===== config.mk =====
export PLATFORM = sky130hd
export DESIGN_NAME = hvac_thermostat_cmd
export DESIGN_NICKNAME = d
export VERILOG_FILES = /design/src/rtl/hvac_thermostat_cmd.sv
export SDC_FILE = /design/constraint.sdc
export NUM_CORES = 1
export LEC_CHECK = 0
export ABC_AREA = 1
export CAP_MARGIN = 5
export CORE_UTILIZATION = 29
export DETAILED_ROUTE_END_ITERATION = 7
export GPL_TIMING_DRIVEN = 0
export SETUP_SLACK_MARGIN = 0.2
export SYNTH_ARGS = -nofsm -noshare
export SYNTH_HDL_FRONTEND = slang
export SYNTH_SLANG_ARGS = --single-unit
export TNS_END_PERCENT = 1

===== constraint.sdc =====
create_clock -name clk -period 2 [get_ports clk]
set_input_delay 0.3 -clock clk [delete_from_list [all_inputs] [get_ports clk]]
set_output_delay 0.3 -clock clk [all_outputs]
set_load 0.1 [all_outputs]

===== src/rtl/hvac_thermostat_cmd.sv =====
// Thermostat command initiator for HVAC_Control.
// Turns temperature samples into heat/cool demand with a hysteresis band.
// Issues single-cycle command pulses and checks each one against the
// controller's status lines. Enforces a minimum dwell in HEAT/COOL and
// latches a sticky fault when an acknowledge never arrives.
//
// state       | meaning
// ------------+-------------------------------------------------------------
// S_OFF       | system off, waiting for enable
// S_WAIT_ON   | cmd_on issued, waiting for stat_on
// S_IDLE_ON   | system on, no heating or cooling, acting on demand
// S_WAIT_HEAT | cmd_heat issued, waiting for stat_heat
// S_HEAT      | heating; serving minimum dwell before any change
// S_WAIT_COOL | cmd_cool issued, waiting for stat_cool
// S_COOL      | cooling; serving minimum dwell before any change
// S_WAIT_OFF  | cmd_off issued, waiting for stat_off
// S_FAULT     | acknowledge timed out; one cmd_off, then silent until reset
module hvac_thermostat_cmd #(
  parameter int TEMP_W      = 8,
  parameter int HYST        = 2,
  parameter int MIN_DWELL   = 16,
  parameter int ACK_TIMEOUT = 8
) (
  input  logic              clk,
  input  logic              reset,
  input  logic              enable,
  input  logic [TEMP_W-1:0] temp,
  input  logic [TEMP_W-1:0] setpoint,
  input  logic              sample_valid,
  input  logic              stat_on,
  input  logic              stat_heat,
  input  logic              stat_cool,
  input  logic              stat_off,
  output logic              cmd_on,
  output logic              cmd_heat,
  output logic              cmd_cool,
  output logic              cmd_off,
  output logic [1:0]        mode,
  output logic              busy,
  output logic              fault
);

  // Thresholds use one extra bit so setpoint +/- HYST can be saturated.
  localparam int TW  = TEMP_W + 1;
  localparam int DW  = $clog2(MIN_DWELL + 1);
  localparam int TOW = $clog2(ACK_TIMEOUT + 1);

  localparam logic [TW-1:0]  HYST_X    = TW'(HYST);
  localparam logic [TW-1:0]  TEMP_MAX  = {1'b0, {TEMP_W{1'b1}}};
  localparam logic [DW-1:0]  DWELL_MAX = DW'(MIN_DWELL);
  // Last counter value at which a missing acknowledge is still tolerated.
  localparam logic [TOW-1:0] TO_LAST   = TOW'(ACK_TIMEOUT - 1);

  localparam logic [1:0] MODE_OFF  = 2'd0;
  localparam logic [1:0] MODE_IDLE = 2'd1;
  localparam logic [1:0] MODE_HEAT = 2'd2;
  localparam logic [1:0] MODE_COOL = 2'd3;

  // Command vector ordering: {on, heat, cool, off}.
  localparam logic [3:0] CMD_NONE = 4'b0000;
  localparam logic [3:0] CMD_ON   = 4'b1000;
  localparam logic [3:0] CMD_HEAT = 4'b0100;
  localparam logic [3:0] CMD_COOL = 4'b0010;
  localparam logic [3:0] CMD_OFF  = 4'b0001;

  typedef enum logic [3:0] {
    S_OFF,
    S_WAIT_ON,
    S_IDLE_ON,
    S_WAIT_HEAT,
    S_HEAT,
    S_WAIT_COOL,
    S_COOL,
    S_WAIT_OFF,
    S_FAULT
  } state_t;

  typedef enum logic [1:0] {
    DEM_NONE,
    DEM_HEAT,
    DEM_COOL
  } demand_t;

  state_t         state, state_nxt;
  demand_t        demand;
  logic [3:0]     cmd_q, cmd_nxt;
  logic [1:0]     mode_q, mode_nxt;
  logic [DW-1:0]  dwell, dwell_nxt;
  logic [TOW-1:0] tcnt, tcnt_nxt;
  logic           off_sent, off_sent_nxt;

  logic [TW-1:0]  sp_x, temp_x, lo_x, hi_sum, hi_x;
  logic           dwell_done;
  logic           pulse_live;
  logic           ack_hit;
  state_t         ack_state;
  logic [1:0]     ack_mode;

  assign sp_x   = {1'b0, setpoint};
  assign temp_x = {1'b0, temp};
  assign lo_x   = (sp_x >= HYST_X) ? (sp_x - HYST_X) : '0;
  assign hi_sum = sp_x + HYST_X;
  assign hi_x   = (hi_sum > TEMP_MAX) ? TEMP_MAX : hi_sum;

  assign dwell_done = (dwell == DWELL_MAX);
  // The first WAIT cycle carries the pulse; the timeout count starts after it.
  assign pulse_live = |cmd_q;

  // Demand register: updated on samples, hysteresis holds it inside the band.
  always_ff @(posedge clk) begin
    if (reset) begin
      demand <= DEM_NONE;
    end else if (!enable) begin
      demand <= DEM_NONE;
    end else if (sample_valid) begin
      if (temp_x < lo_x) begin
        demand <= DEM_HEAT;
      end else if (temp_x > hi_x) begin
        demand <= DEM_COOL;
      end
    end
  end

  // Acknowledge decode: which status line closes the current wait, and where to go.
  always_comb begin
    ack_hit   = 1'b0;
    ack_state = S_OFF;
    ack_mode  = MODE_OFF;
    case (state)
      S_WAIT_ON: begin
        ack_hit   = stat_on;
        ack_state = S_IDLE_ON;
        ack_mode  = MODE_IDLE;
      end
      S_WAIT_HEAT: begin
        ack_hit   = stat_heat;
        ack_state = S_HEAT;
        ack_mode  = MODE_HEAT;
      end
      S_WAIT_COOL: begin
        ack_hit   = stat_cool;
        ack_state = S_COOL;
        ack_mode  = MODE_COOL;
      end
      S_WAIT_OFF: begin
        ack_hit   = stat_off;
        ack_state = S_OFF;
        ack_mode  = MODE_OFF;
      end
      default: begin
        ack_hit   = 1'b0;
      end
    endcase
  end

  // Next-state, next-command and counter logic.
  always_comb begin
    state_nxt    = state;
    cmd_nxt      = CMD_NONE;
    mode_nxt     = mode_q;
    dwell_nxt    = dwell;
    tcnt_nxt     = tcnt;
    off_sent_nxt = off_sent;
    case (state)
      S_OFF: begin
        if (enable) begin
          cmd_nxt   = CMD_ON;
          state_nxt = S_WAIT_ON;
          tcnt_nxt  = '0;
        end
      end
      S_WAIT_ON, S_WAIT_HEAT, S_WAIT_COOL, S_WAIT_OFF: begin
        if (ack_hit) begin
          state_nxt = ack_state;
          mode_nxt  = ack_mode;
          dwell_nxt = '0;
        end else if (pulse_live) begin
          tcnt_nxt = '0;
        end else begin
          tcnt_nxt = tcnt + 1'b1;
          if (tcnt == TO_LAST) begin
            state_nxt = S_FAULT;
          end
        end
      end
      S_IDLE_ON: begin
        if (!enable) begin
          cmd_nxt   = CMD_OFF;
          state_nxt = S_WAIT_OFF;
          tcnt_nxt  = '0;
        end else if (demand == DEM_HEAT) begin
          cmd_nxt   = CMD_HEAT;
          state_nxt = S_WAIT_HEAT;
          tcnt_nxt  = '0;
        end else if (demand == DEM_COOL) begin
          cmd_nxt   = CMD_COOL;
          state_nxt = S_WAIT_COOL;
          tcnt_nxt  = '0;
        end
      end
      S_HEAT: begin
        if (!dwell_done) begin
          dwell_nxt = dwell + 1'b1;
        end else if (!enable) begin
          cmd_nxt   = CMD_OFF;
          state_nxt = S_WAIT_OFF;
          tcnt_nxt  = '0;
        end else if (demand == DEM_COOL) begin
          cmd_nxt   = CMD_COOL;
          state_nxt = S_WAIT_COOL;
          tcnt_nxt  = '0;
        end
      end
      S_COOL: begin
        if (!dwell_done) begin
          dwell_nxt = dwell + 1'b1;
        end else if (!enable) begin
          cmd_nxt   = CMD_OFF;
          state_nxt = S_WAIT_OFF;
          tcnt_nxt  = '0;
        end else if (demand == DEM_HEAT) begin
          cmd_nxt   = CMD_HEAT;
          state_nxt = S_WAIT_HEAT;
          tcnt_nxt  = '0;
        end
      end
      S_FAULT: begin
        // A single best-effort off command; after that the block stays silent.
        if (!off_sent) begin
          cmd_nxt      = CMD_OFF;
          off_sent_nxt = 1'b1;
        end
      end
      default: begin
        state_nxt = S_OFF;
      end
    endcase
  end

  // State, command, mode and counter registers; reset drops any in-flight pulse.
  always_ff @(posedge clk) begin
    if (reset) begin
      state    <= S_OFF;
      cmd_q    <= CMD_NONE;
      mode_q   <= MODE_OFF;
      dwell    <= '0;
      tcnt     <= '0;
      off_sent <= 1'b0;
    end else begin
      state    <= state_nxt;
      cmd_q    <= cmd_nxt;
      mode_q   <= mode_nxt;
      dwell    <= dwell_nxt;
      tcnt     <= tcnt_nxt;
      off_sent <= off_sent_nxt;
    end
  end

  assign cmd_on   = cmd_q[3];
  assign cmd_heat = cmd_q[2];
  assign cmd_cool = cmd_q[1];
  assign cmd_off  = cmd_q[0];
  assign mode     = mode_q;
  assign busy     = (state == S_WAIT_ON) || (state == S_WAIT_HEAT) ||
                    (state == S_WAIT_COOL) || (state == S_WAIT_OFF);
  assign fault    = (state == S_FAULT);

endmodule


==> run_results.csv <==
group,metric,value,unit
power,swShare,37.1,%
power,finalPower,1.23,mW
critical_path,critPathBufInv,3,
yosys,async_flop_share,0,%
power,p_per_area,475,nW/um^2
clocking,htree_levels,1,
placement,io_buffer_count,31,
drt,wl_per_cell,10.8,um
timing,finalHoldWorstSlack,0.476,ns
timing,max_freq,0.475,GHz
global_routing,grt_max_degree,12,
yosys,synth_most_common_cell,"nand2_1",
critical_path,crit_type,"in -> reg",
timing,setup_violations,2,
final_layout,nNetsFinal,423,
floorplan,die_h,85.4,um
run_status,run_status,"finished, violations left",
floorplan,die_area,7290,um^2
global_routing,grt_usage,14.4,%
yosys,synth_common_cells,"nand2_1 (86), nor2_1 (54), inv_1 (48), nand3_1 (26), dfxtp_1 (22)",
drt,dr.pass1.iters,4,
timing,worst_slack,-0.104,ns
power,p_leak,1.26,nW
yosys,synth_top_cell_area_share,21.8,%
drt,vias,2131,
clocking,cts_buffers,3,
clocking,clk_pin_slew,0.08,ns
yosys,netlist_instances,337,
global_routing,grt_pass1_vias,1890,
critical_path,path_cells,"buf_8 -> clkinvlp_4 -> buf_4 -> ha_1 -> o31ai_4 -> nor3_2 -> nand2_1 -> nand2_4 -> nor2_2 -> ha_1 -> nand2_1 -> o21ai_0 -> nand2_1 -> nand3b_1 -> nand2_2 -> nand2_1 -> nand2_1 -> nor2b_1",
run,max_cap_viol_count,0,
clocking,clkLatencyLatePin,0.26,ns
floorplan,die_w,85.4,um
floorplan,ios,32,
timing,slew_headroom,36.6,%
timing,worstMarginPinSlew,0.955,ns
global_routing,grt_pass1_wl,8.55,mm
power,p_comb_share,38.3,%
critical_path,slowest_stage,"ha_1",
floorplan,start_util,29.8,%
power,intPower,0.774,mW
global_routing,grt_use_met1,20.0,%
critical_path,required,2.21,ns
timing,rsz0062_at_grt,"yes",
yosys,syn_area,2020,um^2
hold_path,hp-class,"reg -> reg",
power,peakVddDrop,209,uV
placement,place_ws,-1.06,ns
timing,drv_slew,0,
critical_path,cp_top_family,"simple AND/OR/NAND/NOR gates",
yosys,syn_nets,382,
final_layout,antenna_cells,0,
floorplan,rows,30,
timing,period_share,105,%
power,switchingPower,0.457,mW
power,p_seq_share,39.2,%
power,power_frac_clock,22.4,%
floorplan,core,6760,um^2
final_layout,ff_latch_area,440,um^2
clocking,clockRootBuffer,"clkbuf_8",
drt,ant_nets,0,
timing,final.setup_skew,0.000642,ns
final_layout,fillers,727,
clocking,clock-sinks,22,
yosys,synth.largest_area_cell,"dfxtp_1",
global_routing,grt_use_met2,23.8,%
drt,viasPerCell,4.67,
yosys,synth-seq-cells,22,
placement,dp_hpwl,4.01,mm
timing,hold_viol,0,
critical_path,startpoint_type,"input pin",
critical_path,critPathMaxFanout,7,
global_routing,grt_util_met3,2.82,%
final_layout,layout-drive-gt1-share,14.4,%
yosys,synth-main-ff-cell,"dfxtp_1",
drt,drt_iter0_markers,154,
critical_path,cp_slowest_stage_delay,0.30,ns
critical_path,critPathCaptureType,"flip-flop",
clocking,cts_tree,"built",
global_routing,grt_overflow,0,
timing,fin_crit,2.10,ns
global_routing,antenna_found_initial,0,
placement,gp_congestion,0.857,
final_layout,syn2layout_area_growth,28.7,%
run_status,violations,"negative setup slack",
drt,drc_errors,0,
timing,fin_setup_tns,-0.168,ns
yosys,yosysUniqueCellTypes,32,
critical_path,rrSetupSlack,0.47,ns
final_layout,multiInputGateArea,1470,um^2
critical_path,critPathArrivalTime,2.31,ns
global_routing,busiest_layer,"met2",
yosys,netlist_top_cells_area,"dfxtp_1 (22%), nand2_1 (16%), ha_1 (13%), nor2_1 (10%), inv_1 (8.9%)",
yosys,synth_edf_count,0,
drt,wl,4.93,mm
yosys,seq_area_frac_synth,21.8,%
critical_path,cpMostUsedCell,"nand2_1",
yosys,avgSynthCellArea,5.98,um^2
yosys,ys_warn_count,0,
clocking,cts_buffer_depth,2,
## state kept, by name, indices dropped and copies added, names as in the netlist
signal / count
dwell: 5
state: 4
cmd_q: 4
mode: 2
off_sent: 1
demand: 2
tcnt: 4
## path summary, 6_finish.rpt
path,depth (start not counted),from,to
worst max register to register,9,state[3],tcnt[2]
worst min register to register,2,mode[0],mode[0]
worst max-delay path,18,setpoint[1],demand[1]
worst min-delay path,2,mode[0],mode[0]
## per-layer routing
layer,up-vias,part of all wire [%]
li1,1166,-
met1,924,51
met2,35,45
met3,6,3.5
met4,0,0.51
met5,-,0
## cell usage in the layout, fill, tap and decap left out, types with 3 or more instances in the layout
cell type         n
buf_2             3
clkbuf_8          3
nand4_1           6
nor3_1            6
a21oi_1          18
clkdlybuf4s50_1  15
buf_8             3
ha_1             19
nor2_2            8
dfxtp_1          22
nand3_1          26
o21ai_1           3
inv_2             6
buf_4             5
nand2_1          83
nor2_1           47
nand2_2           4
o21ai_0          13
dlygate4sd2_1     6
inv_1            44
nor2_4            4
## per-stage QoR
| step | instance area (um^2) | cells | utilization (%) |
|---|---|---|---|
| 2_1_floorplan | 2040 | 337 | - |
| 3_3_place_gp | 2450 | 448 | 36.2 |
| 3_5_place_dp | 2450 | 448 | 36.2 |
| 4_1_cts | 2560 | 456 | 37.9 |
| 5_1_grt | 2590 | 456 | 38.4 |
| 6_report | 2590 | 456 | 38.4 |
## cell families (layout without fill, tap and decap cells)
| family | count (synthesis) | in the layout | share of synthesized area, % |
|---|---|---|---|
| adders and majority gates | 21 | 21 | 13.0 |
| AOI/OAI and AO/OA | 42 | 42 | 11.2 |
| buffers and inverters | 54 | 93 | 10.1 |
| xor gates and xnor gates | 4 | 4 | 1.74 |
| DFF | 22 | 22 | 21.8 |
| and+or+nand+nor | 194 | 194 | 42.1 |
## repair_timing
action                                  4_1_cts  5_1_grt
resized for setup                            62       15
pin swaps                                    15        2
endpoints found under the setup margin       10        6
hold buffers                                  0        0
buffers inserted                              5        0
## worst register-to-register path, delay by kind of cell (launching register included)
family,cells,cell delay [ns]
buffers and inverters,1,0.10
DFF,1,0.47
and+or+nand+nor,8,0.86
## final cells by class
cell class,count,area share [%]
multi-input combinational,261,56.6
sequential,22,17.0
timing repair buffer,36,12.9
inverter,52,7.76
tap,80,3.86
clock buffer,3,1.59
buffer,2,0.338
## power groups by stage
| stage | Clock [mW] | Combinational [mW] | Sequential, mW |
|---|---|---|---|
| after floorplan | 0 | 0.294 | 0.510 |
| after global placement | 0 | 0.443 | 0.493 |
| after detailed placement | 0 | 0.446 | 0.494 |
| after CTS | 0.282 | 0.461 | 0.483 |
| after global routing | 0.305 | 0.536 | 0.487 |
| final | 0.276 | 0.472 | 0.483 |
(Power assumes the default switching activity.)
